<file path="src/rtl/program_loader.sv">
// Boot loader: unpacks a framed UART byte stream into 32-bit words for program_ram and gates CPU reset.
// Optional checksum trailer enabled by defining PROGRAM_LOADER_CHECKSUM_EN.
module program_loader #(
    parameter logic [31:0] BASE_ADDR      = 32'h0,
    parameter int unsigned MAX_WORDS      = 16384,
    parameter int unsigned TIMEOUT_CYCLES = 1000000,
    parameter int unsigned HOLD_ON_BOOT   = 1
) (
    input  logic        clk_in,
    input  logic        rst_n_in,
    input  logic        rx_valid_in,
    input  logic [7:0]  rx_data_in,
    output logic [31:0] brx_addr_out,
    output logic [31:0] brx_data_out,
    output logic        brx_valid_out,
    output logic        cpu_rst_out,
    output logic        busy_out,
    output logic        done_out,
    output logic        error_out,
    output logic [14:0] words_written_out
);

    localparam logic [7:0]    SYNC_BYTE = 8'hA5;
    localparam int unsigned   TW        = $clog2(TIMEOUT_CYCLES + 1);
    localparam logic [TW-1:0] TO_LAST   = TW'(TIMEOUT_CYCLES - 1);

    typedef enum logic [2:0] {
        S_IDLE,
        S_LEN,
        S_DATA,
        S_CSUM,
        S_DONE,
        S_ERROR
    } state_t;

`ifdef PROGRAM_LOADER_CHECKSUM_EN
    localparam state_t S_POST_DATA = S_CSUM;
`else
    localparam state_t S_POST_DATA = S_DONE;
`endif

    state_t        state_q, state_d;
    logic [1:0]    byte_cnt_q, byte_cnt_d;
    logic [23:0]   shift_q, shift_d;
    logic [31:0]   len_q, len_d;
    logic [TW-1:0] to_q, to_d;
    logic [31:0]   addr_q, addr_d;
    logic [31:0]   data_q, data_d;
    logic          valid_q, valid_d;
    logic          cpu_rst_q, cpu_rst_d;
    logic [14:0]   ww_q, ww_d;
`ifdef PROGRAM_LOADER_CHECKSUM_EN
    logic [31:0]   csum_q, csum_d;
`endif

    logic [31:0] word_w;
    logic        last_byte;
    logic        active;
    logic        timeout_hit;

    // Bytes arrive LSB first, so the newest byte lands in the top of the word.
    assign word_w      = {rx_data_in, shift_q};
    assign last_byte   = (byte_cnt_q == 2'd3);
    assign active      = (state_q == S_LEN) || (state_q == S_DATA) || (state_q == S_CSUM);
    // Independent of rx_valid_in so a byte coinciding with expiry is dropped.
    assign timeout_hit = active && (to_q == TO_LAST);

    always_comb begin
        state_d    = state_q;
        byte_cnt_d = byte_cnt_q;
        shift_d    = shift_q;
        len_d      = len_q;
        to_d       = to_q;
        addr_d     = addr_q;
        data_d     = data_q;
        valid_d    = 1'b0;
        cpu_rst_d  = cpu_rst_q;
        ww_d       = ww_q;
`ifdef PROGRAM_LOADER_CHECKSUM_EN
        csum_d     = csum_q;
`endif

        if (active) begin
            to_d = rx_valid_in ? '0 : to_q + 1'b1;
        end

        case (state_q)
            S_IDLE, S_DONE, S_ERROR: begin
                if (state_q == S_DONE) begin
                    cpu_rst_d = 1'b0;
                end
                if (rx_valid_in && (rx_data_in == SYNC_BYTE)) begin
                    state_d    = S_LEN;
                    byte_cnt_d = '0;
                    cpu_rst_d  = 1'b1;
                    ww_d       = '0;
                    to_d       = '0;
`ifdef PROGRAM_LOADER_CHECKSUM_EN
                    csum_d     = '0;
`endif
                end
            end

            S_LEN: begin
                if (timeout_hit) begin
                    state_d = S_ERROR;
                end else if (rx_valid_in) begin
                    shift_d    = word_w[31:8];
                    byte_cnt_d = byte_cnt_q + 2'd1;
                    if (last_byte) begin
                        len_d = word_w;
                        if (word_w == 32'd0) begin
                            state_d = S_POST_DATA;
                        end else if (word_w > 32'(MAX_WORDS)) begin
                            state_d = S_ERROR;
                        end else begin
                            state_d = S_DATA;
                        end
                    end
                end
            end

            S_DATA: begin
                if (timeout_hit) begin
                    state_d = S_ERROR;
                end else if (rx_valid_in) begin
                    shift_d    = word_w[31:8];
                    byte_cnt_d = byte_cnt_q + 2'd1;
                    if (last_byte) begin
                        valid_d = 1'b1;
                        data_d  = word_w;
                        addr_d  = BASE_ADDR + {15'd0, ww_q, 2'b00};
                        ww_d    = ww_q + 15'd1;
`ifdef PROGRAM_LOADER_CHECKSUM_EN
                        csum_d  = csum_q + word_w;
`endif
                        if (({17'd0, ww_q} + 32'd1) == len_q) begin
                            state_d = S_POST_DATA;
                        end
                    end
                end
            end

`ifdef PROGRAM_LOADER_CHECKSUM_EN
            S_CSUM: begin
                if (timeout_hit) begin
                    state_d = S_ERROR;
                end else if (rx_valid_in) begin
                    shift_d    = word_w[31:8];
                    byte_cnt_d = byte_cnt_q + 2'd1;
                    if (last_byte) begin
                        state_d = (word_w == csum_q) ? S_DONE : S_ERROR;
                    end
                end
            end
`endif

            default: begin
                state_d = S_IDLE;
            end
        endcase
    end

    always_ff @(posedge clk_in or negedge rst_n_in) begin
        if (!rst_n_in) begin
            state_q    <= S_IDLE;
            byte_cnt_q <= '0;
            shift_q    <= '0;
            len_q      <= '0;
            to_q       <= '0;
            addr_q     <= '0;
            data_q     <= '0;
            valid_q    <= 1'b0;
            cpu_rst_q  <= (HOLD_ON_BOOT != 0);
            ww_q       <= '0;
`ifdef PROGRAM_LOADER_CHECKSUM_EN
            csum_q     <= '0;
`endif
        end else begin
            state_q    <= state_d;
            byte_cnt_q <= byte_cnt_d;
            shift_q    <= shift_d;
            len_q      <= len_d;
            to_q       <= to_d;
            addr_q     <= addr_d;
            data_q     <= data_d;
            valid_q    <= valid_d;
            cpu_rst_q  <= cpu_rst_d;
            ww_q       <= ww_d;
`ifdef PROGRAM_LOADER_CHECKSUM_EN
            csum_q     <= csum_d;
`endif
        end
    end

    assign brx_addr_out      = addr_q;
    assign brx_data_out      = data_q;
    assign brx_valid_out     = valid_q;
    assign cpu_rst_out       = cpu_rst_q;
    assign busy_out          = active;
    assign done_out          = (state_q == S_DONE);
    assign error_out         = (state_q == S_ERROR);
    assign words_written_out = ww_q;

endmodule

</file>
<file path="config.mk">
export PLATFORM = sky130hd
export DESIGN_NAME = program_loader
export DESIGN_NICKNAME = d
export VERILOG_FILES = /design/src/rtl/program_loader.sv
export SDC_FILE = /design/constraint.sdc
export NUM_CORES = 1
export LEC_CHECK = 0
export ABC_AREA = 0
export CAP_MARGIN = 5
export CORE_MARGIN = 2
export CORE_UTILIZATION = 61
export CTS_BUF_LIST = sky130_fd_sc_hd__clkbuf_8
export DETAILED_ROUTE_END_ITERATION = 8
export PLACE_DENSITY = 0.91
export RECOVER_POWER = 100
export SLEW_MARGIN = 20
export SYNTH_ARGS = -nofsm -noshare
export SYNTH_HDL_FRONTEND = slang
export SYNTH_SLANG_ARGS = --single-unit
</file>
<file path="constraint.sdc">
create_clock -name clk_in -period 4.8 [get_ports clk_in]
set_clock_uncertainty 0.1 [all_clocks]
set_input_delay 0.72 -clock clk_in [delete_from_list [all_inputs] [get_ports clk_in]]
set_output_delay 0.72 -clock clk_in [all_outputs]
set_load 0.05 [all_outputs]
</file>
==> metrics list, run 1 <==
* Dominant cell type by area after synthesis: sky130_fd_sc_hd__dfrtp_1
- IR Drop Worst-Case VDD: 0.2064 mV
- Cell types with the highest counts after synthesis: sky130_fd_sc_hd__nand2_1, sky130_fd_sc_hd__dfrtp_1, sky130_fd_sc_hd__mux2_2
- Dividing the detail-routed via count by the number of cells gives 5.900.
- Global-route wire length before repair: 25.30 mm
* Prevailing post-synth register cell: sky130_fd_sc_hd__dfrtp_1
- Worst hold path stage count: 2
- The die covers 11930 um^2.
* Final hold violation count: 0
- In this run the tightest slew margin relative to its limit is -63.47%.
- The number of global-route vias before repair is 5163.
* Critical path data arrival time: 3.92 ns
* Setup tns final: 0 ns
* Violations in the final reports: capacitance limit, slew limit
* Net count of the finished layout: 743
* Clk root buf: sky130_fd_sc_hd__clkbuf_8
- In this run the power density over the cells is 325.6 nW/um^2.
* DR WL met2: 7.569 mm
- The synthesized netlist contains 57 unique library cells.
* Crit start category: flop
- DRC errors left: 0
- Initial antenna violation count: 0
* Biggest cell delay along the critical path: 0.85 ns
- Of the cells placed in the final design, the portion with a size suffix greater than 1 is 12.80%.
* Post-synth EDFFs: 0
- Maximum number of pins on one net before global-route repair: 103
- Data on the critical path is required at its endpoint by 5.02 ns.
- HPWL after DPL: 10.17 mm
- Tot GR Track Use: 27.89%
- The detailed router used layers up to and including met4.
- Async S/R FF share, synth: 100.0%
- The final number of max-transition violations was 154.
* Kind of end point of the critical path: flop
- Diode insertion count for antenna repair: 0
- HP Class: flop to flop
- Die width: 109.2 um
- FF+latch count, synth: 145
- Crit Path Max Fanout: 61
* I/O Buffers: 77
* Worst Tran Pin Value: 2.452 ns
* Avg Inst Size Synth: 10.15 um^2
* Clock sink total: 145
- Clk pin slew, worst setup/hold paths: 0.08 ns
* Clock tree from TritonCTS: done
- Buffers inserted during clock tree synthesis total 17.
* Reg-to-reg startpoint: to_q[13]
- Measured in cells, the most critical reg-to-reg path has a length of 6.
- Worst Setup Path Type: flop to flop
* Endpoint of the worst register-to-register path: brx_data_out[23]
- Max Freq: 270.2 MHz
- Global-route congestion overflow total: 0
* Remaining antenna violation count: 0
- Placeable core region: 10840 um^2
* Post-cts hold buffer count: 0
* Setup Fix Bufs, Post-CTS: 0
- Counting along the longest clock path gives a buffer depth of 2.
- Proportion of netlist area held by the largest area contributor: 53.36%
* MaxCap Viol Count: 2
* Unrepaired setup endpoints after global routing: no
- On the critical path, the stage with the largest delay is an instance of sky130_fd_sc_hd__inv_1.
- After technology mapping, the gate count stands at 665.
- Traced cell by cell, the critical path runs through or4_1, nor4_1, a211o_4, inv_1, nand2_1, nand2_1.
* Final setup viols: 0
* RePlAce Congestion: 0.9071
- The initial utilization of the core area, before any placement, comes to 62.29%.
- Leakage power total: 3.998 nW
- The most numerous cell type found on the critical path is sky130_fd_sc_hd__nand2_1.
- The worst hold path terminates at brx_addr_out[9].
* Number of rows created at floorplan: 38
- Fill cells: 767
- Violation count after the first detailed-route iteration: 424
- The flow ran to the end, but the final reports show violations.
- Clock Latency Late Sink: 0.44 ns
- Period Utilization, post-route: 77.11%
- The setup check on the worst reg-to-reg path leaves a slack of 1.10 ns.
- DR pass1 iterations: 5
- Sequential cells were found to cover 53.75% of the synthesized design area.
- Synth-to-Final Area Change: 17.10%
* Number of gates resized after cts: 0
- FF+latch area: 3630 um^2
- In this run the cell area of the synthesized design comes to 6753 um^2.
* # IOs: 95
* Yosys Warn Count: 0
* Via Count: 5204
- Start point of the worst hold path: brx_addr_out[9]
- In the detailed route, the total length drawn on met3 is 953 um.
- Area occupied by multi-input gates: 2894 um^2
* Met1 Routed Length: 6.416 mm
- By area the synthesized netlist is led by sky130_fd_sc_hd__dfrtp_1, sky130_fd_sc_hd__nand2_1, sky130_fd_sc_hd__mux2_2.
- Post-layout min period: 3.701 ns
- Top-count cell post-synth: sky130_fd_sc_hd__nand2_1
- On the final layout, the worst hold slack is 0.3732 ns.
- Summed over all layers, the routed wires come to 15.36 mm.
* Die height: 109.2 um
- After detailed routing, the average wire length per cell comes to 17.42 um.
- H-tree Lvls: 4
## layer usage
metal | up-vias | track usage, %
li1 | 2378 | -
met1 | 2560 | 36.27
met2 | 224 | 44.45
met3 | 42 | 6.396
met4 | 0 | 13.47
met5 | - | 0
## stage by stage
stage                     utilization [%]  total power [mW]  setup WS [ns]  instances  cell area, um^2
after global placement              69.23             1.590          1.328        850             7505
after global routing                72.95             2.678         0.7948        882             7908
final                               72.95             2.575          1.099        882             7908
after floorplan                         -             1.531          1.854        681             6813
after detailed placement            69.23             1.605          1.196        850             7505
after CTS                           73.06             2.584          1.218        882             7920
## worst max-delay path by stage
stage | start | end | slack, ns
after floorplan | words_written_out[4] | state_q[1] | 1.85
after global placement | rx_valid_in | words_written_out[8] | 1.33
after detailed placement | rx_valid_in | words_written_out[5] | 1.20
after CTS | to_q[13] | words_written_out[9] | 1.22
after global routing | to_q[13] | brx_data_out[3] | 0.79
final | to_q[13] | brx_data_out[23] | 1.10
## worst max-delay path, delay by kind of cell (launching register included)
| family | cells | cell delay, ns |
|---|---|---|
| buffers and inverters | 1 | 0.85 |
| flip-flops | 1 | 0.44 |
| AO/OA/AOI/OAI | 1 | 0.66 |
| AND/OR/NAND/NOR | 4 | 1.48 |
## flip-flops by register name (all words and copies together) (netlist names)
signal and count:
brx_valid_out 1, brx_data_out 32, brx_addr_out 15, len_q 32
shift_q 24, cpu_rst_out 1, words_written_out 15, state_q 3
byte_cnt_q 2, to_q 20
## placed cells by master, fill, tap and decap left out, drive strengths merged, types with 3 or more instances in the layout
| cell type | Yosys | layout |
|---|---|---|
| xnor2 | 16 | 16 |
| nor2 | 37 | 37 |
| bufinv | 0 | 3 |
| nor4 | 20 | 20 |
| and3 | 10 | 10 |
| mux2 | 56 | 56 |
| a21oi | 11 | 11 |
| nor3 | 11 | 11 |
| dfrtp | 144 | 144 |
| o31ai | 6 | 6 |
| nand2b | 7 | 7 |
| nand2 | 174 | 174 |
| nand4 | 9 | 9 |
| dlygate4sd3 | 0 | 68 |
| clkdlybuf4s50 | 0 | 8 |
| clkinvlp | 0 | 3 |
| o21ai | 27 | 27 |
| o41ai | 5 | 5 |
| clkinv | 0 | 4 |
| a211o | 3 | 3 |
| ha | 3 | 3 |
| nand3 | 13 | 13 |
| xor2 | 21 | 21 |
| inv | 4 | 6 |
| conb | 1 | 17 |
| clkbuf | 18 | 22 |
## where the power goes
| part | switching [mW] | total [mW] | internal, mW |
|---|---|---|---|
| sequential | 0.0773 | 1.36 | 1.28 |
| combinational | 0.143 | 0.226 | 0.0832 |
| clock | 0.443 | 0.991 | 0.548 |
| total | 0.663 | 2.58 | 1.91 |
## layout make-up
type	count	share of cell area, %
inverters	4	0.1899
multi-input cells	482	36.60
clock buffers	20	3.481
clock inverters	12	1.772
well taps	140	2.215
flip-flops and latches	145	45.90
repair buffers	79	9.842
## cell families after synthesis
| group | count (synthesis) | share of synthesized area [%] |
|---|---|---|
| DFF | 145 | 53.75 |
| adders and majority gates | 3 | 0.5559 |
| xor gates and xnor gates | 37 | 4.799 |
| other | 1 | 0.05553 |
| AOI/OAI and AO/OA | 67 | 6.504 |
| buffers and inverters | 54 | 4.317 |
| and+or+nand+nor | 301 | 20.53 |
| muxes | 57 | 9.487 |
Note: power is estimated with default switching activity, not from simulation.
==> run 2: changes to the inputs <==
--- a/config.mk
+++ b/config.mk
@@ -8,10 +8,10 @@
 export ABC_AREA = 0
 export CAP_MARGIN = 5
 export CORE_MARGIN = 2
-export CORE_UTILIZATION = 61
+export CORE_UTILIZATION = 51
 export CTS_BUF_LIST = sky130_fd_sc_hd__clkbuf_8
 export DETAILED_ROUTE_END_ITERATION = 8
-export PLACE_DENSITY = 0.91
+export PLACE_DENSITY = 0.81
 export RECOVER_POWER = 100
 export SLEW_MARGIN = 20
 export SYNTH_ARGS = -nofsm -noshare
==> constraint.sdc (replaced) <==
create_clock -name clk_in -period 3.4 [get_ports clk_in]
set_clock_uncertainty 0.1 [all_clocks]
set_input_delay 0.51 -clock clk_in [delete_from_list [all_inputs] [get_ports clk_in]]
set_output_delay 0.51 -clock clk_in [all_outputs]
set_load 0.05 [all_outputs]
==> run 2 against run 1 <==
Effect of this change: the run now ends clean; cell count grew 5.0%; maximum frequency grew 22%; power grew 44%; first-iteration DRC count shrank 17%; utilization shrank 12 points.
==> metrics list, run 2 (synthesized netlist as in run 1, its figures left out) <==
- Worst hold path stage count: 2 (unchanged)
- I/O Buffers: 77 (unchanged)
* Capturing element of the worst setup path: words_written_out[4]
* # IOs: 95 (unchanged)
- The maximum buffer depth of the clock tree is 2 (unchanged).
- The critical path goes through or4_1, nor4_1, a211o_2, and2_0, o21ai_0, o31ai_1.
- WP buf/inv: 0 (-1)
- TritonCTS built the clock tree.
- The longest individual stage delay on the worst path came to 0.64 ns (-0.21 ns).
* Crit start category: flop
* MaxCap Viol Count: 0 (-2)
- Worst Setup Path Type: flop to flop
- Critical path data arrival time: 3.26 ns (-0.66 ns)
* Global-route congestion overflow total: 0 (unchanged)
- The maximum number of pins on one net before global-route repair came to 58 (-44%).
* Category of cells accounting for the largest share of critical-path delay: simple AND/OR/NAND/NOR gates
* Inserted Clock Buffers: 17 (unchanged)
- Max Freq: 330.3 MHz (+22%)
* Total Power: 3.698 mW (+44%)
- The total vias in the final route is 5214 (+0.19%).
- The tightest slew margin relative to the limit came to 7.409% (+71 points).
* Kind of end point of the critical path: flop
- FF+latch area: 3630 um^2 (unchanged)
- Synth-to-Final Area Change: 18.58%
- The initial antenna violation count was 0 (unchanged).
* Net count of the finished layout: 751 (+1.1%)
* DR pass1 iterations: 5 (unchanged)
- The placeable core region came to 13090 um^2 (+21%).
- Global-route wire length before repair: 25.78 mm (+1.9%)
* Areal power density over the cells: 461.8 nW/um^2 (+42%)
* Origin of the worst setup path: to_q[13]
- Crit Path Max Fanout: 16 (-74%)
- Reg-to-reg startpoint: to_q[13]
* Unrepaired setup endpoints after global routing: no
* Leakage power total: 4.043 nW (+1.1%)
- Setup tns final: 0 ns (unchanged)
- The share of layout cells above drive strength 1 is 13.47% (+0.66 points).
- The average vias per placed instance was 5.631 (-4.6%).
* Diode insertion count for antenna repair: 0 (unchanged)
- The number of global-route vias before repair came to 5254 (+1.8%).
- IR Drop Worst-Case VDD: 0.3379 mV (+64%)
- Max-slew violations: 0 (-100%)
* Clock sink total: 145 (unchanged)
- The clock slew seen by the registers of the worst setup and hold paths is 0.07 ns (about the same).
* Outcome: completed
- The detailed placer's ending HPWL is 10.53 mm (+3.6%).
* Instance count after placement with tap cells included: 893 (+5.1%)
* DRC errors left: 0 (unchanged)
- Period Utilization, post-route: 89.04% (+12 points)
- The pre-CTS setup slack is 0.4809 ns (-0.7147 ns).
- Clk root buf: sky130_fd_sc_hd__clkbuf_8
- Endpoint of the worst register-to-register path: words_written_out[4]
- Area occupied by multi-input gates: 2887 um^2 (-0.26%)
- The overall routed net length was 15.31 mm (-0.31%).
* Required time of the critical path: 3.64 ns (-1.38 ns)
- The slew at the pin closest to its max-slew limit is 1.389 ns (-1.063 ns).
- The clock period minus worst slack is 3.027 ns (-0.6738 ns).
* Final hold violation count: 0 (unchanged)
- The floorplan die area is 14180 um^2 (+19%).
* Worst Setup Slack, final: 0.3725 ns (-0.7262 ns)
- The number of DRC violations after detailed-routing iteration 0 came to 351 (-17%).
- Routed len/inst: 16.54 um (-5.0%)
- Non-filler instance count after layout: 926 (+5.0%)
- Die width: 119.1 um (+9.0%)
- CP Depth: 6 (unchanged)
- The depth of the worst register-to-register path was 6 (unchanged).
- Cell with the biggest individual delay on the critical path: sky130_fd_sc_hd__and2_0
- Fill cells: 1057 (+38%)
* Flop-to-flop setup slack: 0.37 ns (-0.73 ns)
* Initial Util: 51.61% (-11 points)
* HP Class: flop to flop
- Final setup viols: 0 (unchanged)
* Most common cell after layout, fill and taps aside: sky130_fd_sc_hd__nand2_1
- Top library cells by usage in the layout, fill and taps aside: sky130_fd_sc_hd__nand2_1, sky130_fd_sc_hd__dfrtp_1, sky130_fd_sc_hd__dlygate4sd3_1, sky130_fd_sc_hd__mux2_2, sky130_fd_sc_hd__nor2_1
* Tot GR Track Use: 22.86% (-5.0 points)
- Post-layout util: 61.20% (-12 points)
* H-tree Lvls: 4 (unchanged)
- The height of the chip was 119.1 um (+9.0%).
- The remaining antenna violation count after routing came to 0 (unchanged).
* RePlAce Congestion: 0.8495 (-6.3%)
- Clock Latency Late Sink: 0.45 ns (about the same)
* Number of rows created at floorplan: 42 (+11%)
==> run 2: cell types whose count changed in the layout (fill, tap and decap cells not counted), moves of 2 or more <==
| cell | previous run | this run |
|---|---|---|
| sky130_fd_sc_hd__clkinv_2 | 4 | 2 |
| sky130_fd_sc_hd__clkbuf_2 | 2 | 7 |
| sky130_fd_sc_hd__clkinvlp_4 | 3 | 1 |
| sky130_fd_sc_hd__mux2_1 | 3 | 1 |
| sky130_fd_sc_hd__clkinv_4 | 0 | 2 |
| sky130_fd_sc_hd__inv_1 | 6 | 8 |
| sky130_fd_sc_hd__mux2_2 | 53 | 55 |
==> run 2: worst reg2reg max path, cell delays in order, from the launching register on <==
cell and delay (ns):
sky130_fd_sc_hd__dfrtp_1 0.44, sky130_fd_sc_hd__or4_1 0.55, sky130_fd_sc_hd__nor4_1 0.55, sky130_fd_sc_hd__a211o_2 0.28, sky130_fd_sc_hd__and2_0 0.64, sky130_fd_sc_hd__o21ai_0 0.24
sky130_fd_sc_hd__o31ai_1 0.13
==> run 2: layout make-up <==
cell class / instances / share of cell area [%]
sequential: 145 / 45.33
multi-input combinational: 482 / 36.05
timing repair buffer: 87 / 10.30
clock buffer: 19 / 3.266
tap: 176 / 2.750
clock inverter: 13 / 2.125
inverter: 4 / 0.1875
==> run 2: through the flow <==
step	hold slack, ns	area, um^2
floorplan	0.1144	6813
global placement	0.3605	7615
detailed placement	0.3620	7615
CTS	0.3822	8056
global route	0.3885	8008
finish	0.3694	8008
==> run 2: timing repair <==
item | CTS | global route
buffers inserted | 0 | 0
endpoints found under the hold margin | 54 | 0
hold buffers | 1 | 0
gates resized for setup | 0 | 0
==> run 2: worst min path at each step <==
stage	from	end	slack [ns]
CTS	brx_addr_out[11]	brx_addr_out[11]	0.38
global route	brx_addr_out[12]	brx_addr_out[12]	0.39
floorplan	rst_n_in	brx_addr_out[10]	0.11
detailed placement	brx_data_out[17]	brx_data_out[17]	0.36
global placement	brx_addr_out[8]	brx_addr_out[8]	0.36
finish	brx_addr_out[11]	brx_addr_out[11]	0.37
==> run 2: layer usage <==
| metal | routed length [um] | GRT usage [%] |
|---|---|---|
| met3 | 807 | 5.125 |
| met1 | 6540 | 29.71 |
| met5 | 0 | 0 |
| met4 | 249 | 9.375 |
| met2 | 7715 | 37.21 |
==> run 2: report_power, final <==
group | internal (mW) | switching (mW) | total [mW]
Clock | 0.827 | 0.637 | 1.46
Combinational | 0.119 | 0.198 | 0.317
Sequential | 1.81 | 0.109 | 1.92
Total | 2.75 | 0.944 | 3.70
